File: src/rtl/rx_pkg.sv
// +-----------------------------------------------------------------------+
// | rx_pkg: shared state encodings and data width for the receive path.   |
// | Rev 1.0                                                               |
// +-----------------------------------------------------------------------+
`default_nettype none

package rx_pkg;

  localparam int RX_DATA_W = 2;

  typedef logic [1:0] rx_state_t;

  localparam rx_state_t RST_STATE   = 2'b00;
  localparam rx_state_t RX_STATE    = 2'b01;
  localparam rx_state_t FLUSH_STATE = 2'b10;

endpackage

`default_nettype wire

File: src/rtl/rx_buffer_sync_fifo.sv
// +-----------------------------------------------------------------------+
// | sync_fifo: show-ahead FIFO with push/pop/clear and occupancy count.   |
// | Rev 1.0                                                               |
// +-----------------------------------------------------------------------+
`default_nettype none

module sync_fifo
  import rx_pkg::*;
#(
  parameter int DATA_W = RX_DATA_W,
  parameter int DEPTH  = 4,
  localparam int PTR_W = $clog2(DEPTH),
  localparam int OCC_W = PTR_W + 1
) (
  input  logic              clk,
  input  logic              rst,
  input  logic              clear_i,
  input  logic              push_i,
  input  logic              pop_i,
  input  logic [DATA_W-1:0] data_i,
  output logic [DATA_W-1:0] data_o,
  output logic [OCC_W-1:0]  count_o
);

  logic [DATA_W-1:0] mem_q [DEPTH];
  logic [PTR_W-1:0]  wr_ptr_q, wr_ptr_d;
  logic [PTR_W-1:0]  rd_ptr_q, rd_ptr_d;
  logic [OCC_W-1:0]  count_q, count_d;

  always_ff @(posedge clk) begin
    if (push_i) begin
      mem_q[wr_ptr_q] <= data_i;
    end
  end

  // DEPTH is a power of two, so pointer overflow is the modulo wrap.
  always_comb begin
    wr_ptr_d = wr_ptr_q + PTR_W'(push_i);
    rd_ptr_d = rd_ptr_q + PTR_W'(pop_i);
    count_d  = count_q + OCC_W'(push_i) - OCC_W'(pop_i);
    if (clear_i) begin
      wr_ptr_d = '0;
      rd_ptr_d = '0;
      count_d  = '0;
    end
  end

  always_ff @(posedge clk) begin
    if (rst) begin
      wr_ptr_q <= '0;
      rd_ptr_q <= '0;
      count_q  <= '0;
    end else begin
      wr_ptr_q <= wr_ptr_d;
      rd_ptr_q <= rd_ptr_d;
      count_q  <= count_d;
    end
  end

  assign data_o  = (count_q != '0) ? mem_q[rd_ptr_q] : '0;
  assign count_o = count_q;

endmodule

`default_nettype wire

File: src/rtl/rx_buffer.sv
// +-----------------------------------------------------------------------+
// | rx_buffer: valid/ready receive buffer with flush and traffic counter. |
// | Rev 1.0                                                               |
// +-----------------------------------------------------------------------+
`default_nettype none

module rx_buffer
  import rx_pkg::*;
#(
  parameter int DATA_W = RX_DATA_W,
  parameter int DEPTH  = 4,
  parameter int CNT_W  = 8,
  localparam int OCC_W = $clog2(DEPTH) + 1
) (
  input  logic              clk,
  input  logic              rst,
  input  logic              valid_i,
  input  logic [DATA_W-1:0] data_i,
  output logic              ready_o,
  output logic              valid_o,
  output logic [DATA_W-1:0] data_o,
  input  logic              ready_i,
  input  logic              flush_i,
  output logic [OCC_W-1:0]  count_o,
  output logic [CNT_W-1:0]  rx_total_o
);

  localparam logic [OCC_W-1:0] FULL_CNT = OCC_W'(DEPTH);

  rx_state_t         state_q, state_d;
  logic [CNT_W-1:0]  rx_total_q, rx_total_d;
  logic [OCC_W-1:0]  fifo_count;
  logic [DATA_W-1:0] fifo_data;
  logic              push, pop, clear;

  always_ff @(posedge clk) begin
    if (rst) begin
      state_q <= RST_STATE;
    end else begin
      state_q <= state_d;
    end
  end

  always_comb begin
    state_d = RST_STATE;
    case (state_q)
      RST_STATE:   state_d = RX_STATE;
      RX_STATE:    state_d = flush_i ? FLUSH_STATE : RX_STATE;
      FLUSH_STATE: state_d = RX_STATE;
      default:     state_d = RST_STATE;
    endcase
  end

  // Handshakes depend only on registered state/count (rst just masks them).
  always_comb begin
    ready_o = !rst && (state_q == RX_STATE) && (fifo_count < FULL_CNT);
    valid_o = !rst && (state_q == RX_STATE) && (fifo_count != '0);
    data_o  = rst ? '0 : fifo_data;
  end

  assign push  = valid_i && ready_o;
  assign pop   = valid_o && ready_i;
  assign clear = (state_q == FLUSH_STATE);

  assign rx_total_d = rx_total_q + CNT_W'(push);

  always_ff @(posedge clk) begin
    if (rst) begin
      rx_total_q <= '0;
    end else begin
      rx_total_q <= rx_total_d;
    end
  end

  sync_fifo #(
    .DATA_W (DATA_W),
    .DEPTH  (DEPTH)
  ) u_fifo (
    .clk     (clk),
    .rst     (rst),
    .clear_i (clear),
    .push_i  (push),
    .pop_i   (pop),
    .data_i  (data_i),
    .data_o  (fifo_data),
    .count_o (fifo_count)
  );

  assign count_o    = fifo_count;
  assign rx_total_o = rx_total_q;

endmodule

`default_nettype wire
File: config.mk
export PLATFORM = sky130hd
export DESIGN_NAME = rx_buffer
export DESIGN_NICKNAME = d
export VERILOG_FILES = /design/src/rtl/rx_pkg.sv /design/src/rtl/rx_buffer_sync_fifo.sv /design/src/rtl/rx_buffer.sv
export SDC_FILE = /design/constraint.sdc
export NUM_CORES = 1
export LEC_CHECK = 0
export CORE_MARGIN = 4
export CORE_UTILIZATION = 35
export DETAILED_ROUTE_END_ITERATION = 12
export PLACE_DENSITY = 0.68
export SETUP_SLACK_MARGIN = 0.05
export SYNTH_ARGS = -nofsm -noshare
export SYNTH_HDL_FRONTEND = slang
export SYNTH_SLANG_ARGS = --single-unit
File: constraint.sdc
create_clock -name clk -period 2.5 [get_ports clk]
set_clock_uncertainty 0.15 [all_clocks]
set_input_delay 0.75 -clock clk [delete_from_list [all_inputs] [get_ports clk]]
set_output_delay 0.75 -clock clk [all_outputs]
set_load 0.005 [all_outputs]
; Word level (Yosys, flattened, before mapping)
; Memories as Yosys holds them, arrays and structs flattened. A register that Yosys moved wholly into a read port is not among the register bits.
; Cells that the tools add are included.
[op_classes]
order_cmp = 1
n_eq_ne = 2
add_sub_neg = 5
reduce_logical = 10
mux = 7
[ops]
columns = op, count
row1 = $add 8x1->8, 1
row2 = $mux 2, 4
row3 = $logic_and 1x1->1, 5
row4 = $add 2x1->2, 2
row5 = $pmux 2 s2, 1
row6 = $reduce_or 2->1, 2
row7 = $add 3x1->3, 1
row8 = $lt 3x3->1 const B, 1
row9 = $reduce_bool 3->1, 1
row10 = $sub 3x1->3, 1
row11 = $eq 2x1->1 const B, 1
row12 = $eq 2x2->1 const B, 1
row13 = $logic_not 2->1, 1
row14 = $mux 1, 2
row15 = $logic_not 1->1, 1
[word_totals]
word_cells = 31
inputBits = 7
ff_bits = 17
mem_bits_rw = 8
memories = 1
[mem_list]
columns = memory, depth, word_bits, read_ports, rd_clocked_by_memory_dff, write_ports, line
row1 = u_fifo.mem_q, 4, 2, 1, 1, 1, rx_buffer_sync_fifo.sv:25  ; logic [DATA_W-1:0] mem_q [DEPTH];

; Logic depth before layout (Yosys ltp)
[depth]
depth_word = 6
ltp_mapped = 9
mapped_depth_nobuf = 8

; Hierarchy
; Synthesis repeated with hierarchy kept, for this count alone.
[unflattened]
cells_unflattened = 92
hier_area_um2 = 1073.5
[modules_own_cells]
columns = mod, instances, area_each_um2, cells_each
row1 = sync_fifo, 1, 640.6, 43
row2 = rx_buffer, 1, 432.9, 49

; Worst setup path before layout
; Ideal clock, no wire load.
[synth_timing]
path_type = input port to flip-flop
startpoint = in rst
endpoint = reg rx_total_q[6], in the netlist rx_total_o[6]
setup_ns = 0.071
required_ns = 2.279
stages = 9
slack_ns = -0.009
t_arrival_ns = 2.288
path_cell_list = buf_6 nor4b_2 nand2_2 inv_2 ha_1 ha_1 inv_1 or3_1 a21oi_1
[synth_via]
elab_chain_cells = 5
[synth_lines]
columns = item, line
row1 = "start, declared", rx_buffer.sv:16  ; input logic rst,
row2 = $logic_not 1->1, rx_buffer.sv:56  ; ready_o = !rst && (state_q == RX_STATE) && (fifo_count < FULL_CNT);
row3 = $logic_and 1x1->1 (2 in series), rx_buffer.sv:56
row4 = named net ready_o, rx_buffer.sv:19  ; output logic ready_o,
row5 = $logic_and 1x1->1, rx_buffer.sv:61  ; assign push = valid_i && ready_o;
row6 = $add 8x1->8, rx_buffer.sv:65  ; assign rx_total_d = rx_total_q + CNT_W'(push);
row7 = "end signal, assigned", rx_buffer.sv:71  ; rx_total_q <= rx_total_d;
row8 = "end, declared", rx_buffer.sv:31  ; logic [CNT_W-1:0] rx_total_q, rx_total_d;
; The timed path passes the listed nets, and every way through them passes these cells.
; A chain may end at the register's enable or synchronous reset.

; Worst setup path in the final report
[layout_timing]
startpoint = in rst
endpoint = reg u_fifo.count_q[1], in the netlist u_fifo.count_o[1]
[layout_via]
elab_chain_cells = 6
elab_cells_between_ends = 9
[layout_lines]
columns = item, line
row1 = $logic_not 1->1, "rx_buffer.sv:56, rx_buffer.sv:57"
row2 = $logic_and 1x1->1, "rx_buffer.sv:56, rx_buffer.sv:57"
row3 = $logic_and 1x1->1, rx_buffer.sv:56
row4 = $logic_and 1x1->1, rx_buffer.sv:61
row5 = $add 3x1->3, rx_buffer_sync_fifo.sv:40  ; count_d = count_q + OCC_W'(push_i) - OCC_W'(pop_i);
row6 = $sub 3x1->3, rx_buffer_sync_fifo.sv:40
row7 = "end signal, assigned", rx_buffer_sync_fifo.sv:56  ; count_q <= count_d;
row8 = "end, declared", rx_buffer_sync_fifo.sv:28  ; logic [OCC_W-1:0] count_q, count_d;
; Several ways; a longest one is shown, not always the timed one.

==> metrics.yaml <==
worst_setup_path:
  start_kind: "input port"
  worstSetupEndpointType: "flip-flop"
  crit_type: "input port to flip-flop"
  crit_buf_inv: 3
  crit_slowest_cell: "fa_2"
  worstPathRequired_ps: 2570
  crit_chain: "clkdlybuf4s15_2 > buf_6 > buf_4 > and4bb_2 > nand3_2 > o21ai_1 > ha_2 > fa_2 > and2_1"
  cp_top_family: "adder cells"
  crit_fanout: 4
  crit_arrival_ps: 2470
  critical_path.max_stage_delay_ps: 430
clock_tree:
  cts_hold_buf: 0
  cts_sinks: 25
  clock_latency_ps: 310
  cts.clk_slew.worst_paths_ps: 140
  cts_inserted_buffers: 3
  cts_root_buffer: "clkbuf_4"
  cts_max_level: 1
  cts_tree: "built"
  clockBufferDepth: 2
run_status:
  status: "finished clean"
yosys:
  synth-main-ff-cell: "dfxtp_1"
  synth_edf_count: 8
  synth_top_area_cell: "dfxtp_1"
  synth_fp_nets: 110
  synthDistinctLibCells: 34
  ys_ff_latch: 25
  synthCells: 98
  ys_warn_count: 0
  synth_top_area_share: 0.305
  seq_area_frac_synth: 0.520
  synth.cell_area_mm2: 0.00112
  synthTopCellsByArea: "dfxtp_1 30%, edfxtp_1 22%, ha_1 4.5%"
  synth_area_per_cell_um2: 11.4
  yosysMostFrequentCell: "dfxtp_1"
  synth_commonest_cells: "17 x dfxtp_1, 8 x edfxtp_1, 8 x nor2_1"
  synthArstFlopShare: 0
routing:
  drt-initial-drc-count: 42
  vias: 842
  drt_first_pass_iters: 3
  avgViaCountPerCell: 4.68
  wire_per_inst_um: 12.3
  ant_nets: 0
  drcViolationCount: 0
  wirelength_mm: 2.21
place:
  routabilityCongestion: 0.770
  dpl_cell_area_mm2: 0.00147
  io_buffers: 21
  hpwl_mm: 1.70
  place_inst: 173
floorplanning:
  die_area_mm2: 0.00416
  initial_core_util: 0.366
  std_cell_rows: 20
  die_w_um: 64.5
  num_io_pins: 22
  die_h_um: 64.5
  core_area_mm2: 0.00305
final_layout:
  final_cells: 180
  drive_above_1_share: 0.309
  nFillCells: 301
  fin_util: 0.505
  diodes: 0
  fin_nets: 149
  final_cell_area_mm2: 0.00154
  syn2layout_area_growth_pct: 38.1
timing:
  setup_viol: 0
  whs_ps: 352
  min_period_ps: 2390
  fin_crit_sh: 0.958
  rsz0062_at_grt: "yes"
  relSlewSlack: 0.768
  hold_violations: 0
  fmax_mhz: 418
  drv_slew: 0
  worst_pin_slew_ps: 346
global_routing:
  grt_pass1_vias: 852
  grt_use_total: 0.113
  grt_pass1_wl_mm: 3.74
  grt_max_degree: 15
  antenna_found_initial: 0
  gr-total-overflow: 0
job:
  maxCapViolations: 0
power:
  ir_drop_v: 0.000267
  power.static_leakage_nw: 0.568
  pwr_density_cell_mw_per_mm2: 462
min_path:
  hp-class: "flip-flop to flip-flop"
[power by group]
group / internal [mW] / switching, mW
clock: 0.0597 / 0.118
combinational: 0.0556 / 0.0437
sequential: 0.426 / 0.00879
[logic make-up after synthesis]
family	Yosys count	synth area share
compound gates	13	0.0683
mux	2	0.0403
flops	25	0.520
xor+xnor	6	0.0470
simple gates	39	0.228
buf+inv	8	0.0336
fa+ha+maj	5	0.0627
[layout make-up]
cell class,instances,area (um^2),area share
tap,44,55.1,0.0357
clock inverter,1,5.00,0.00324
multi-input combinational,65,546,0.354
inverter,6,22.5,0.0146
sequential,25,584,0.379
clock buffer,3,22.5,0.0146
timing repair buffer,36,308,0.200
[worst min-delay path, stage by stage (launching register included)]
cell and delay, ps:
dfxtp_1 340, o21ai_0 70, a21oi_1 60
[stage by stage]
| stage | power [mW] | TNS, ps | setup slack, ps |
|---|---|---|---|
| 4_1_cts | 0.713 | 0 | 42.4 |
| 3_5_place_dp | 0.538 | -5400 | -610 |
| 5_1_grt | 0.750 | 0 | 31.8 |
| 2_1_floorplan | 0.489 | 0 | 54.2 |
| 6_report | 0.712 | 0 | 105 |
| 3_3_place_gp | 0.535 | -5060 | -569 |
[placed cells by master, fill, tap and decap left out, types with 2 or more instances in the layout]
master           count
nand4_1              2
nor3_1               2
inv_1                5
mux4_2               2
nand3_1              4
or3_1                4
edfxtp_1             8
clkbuf_4             3
nor2_1               8
buf_2                4
o21ai_0              4
clkdlybuf4s50_1     16
nor2b_1              2
xnor2_1              3
buf_4               14
xor2_1               2
ha_1                 3
and2_1               3
a21oi_1              5
dfxtp_1             16
nor3b_2              3
[sequential cells by signal, indices dropped and copies added, names as in the netlist]
register	count
u_fifo.rd_ptr_q	2
u_fifo.wr_ptr_q	2
u_fifo.count_o	3
rx_total_o	8
state_q	2
u_fifo.mem_q	8
[routing by layer]
layer | vias to the layer above | share of wire | wire length, um | track usage
met5 | - | 0 | 0 | 0
met3 | 2 | 0.035 | 77 | 0.0277
met2 | 14 | 0.51 | 1130 | 0.202
met4 | 0 | 0.0054 | 12 | 0.0317
met1 | 398 | 0.45 | 989 | 0.134
li1 | 428 | - | - | -
[final timing paths]
check | depth (start not counted) | end | slack [ps] | start
setup / recovery | 9 | u_fifo.count_o[1] | 110 | rst
hold / removal | 2 | rx_total_o[7] | 350 | rx_total_o[7]
setup reg to reg | 9 | u_fifo.count_o[2] | 350 | u_fifo.count_o[2]
hold reg to reg | 2 | rx_total_o[7] | 350 | rx_total_o[7]
[timing repair]
item,in CTS,in global routing
gates resized for setup,25,4
gates cloned,0,0
pin swaps,3,4
setup endpoints to repair,10,4
buffers inserted,2,1
endpoints found under the hold margin,0,0
No activity file was read; power rests on OpenSTA's default activity.
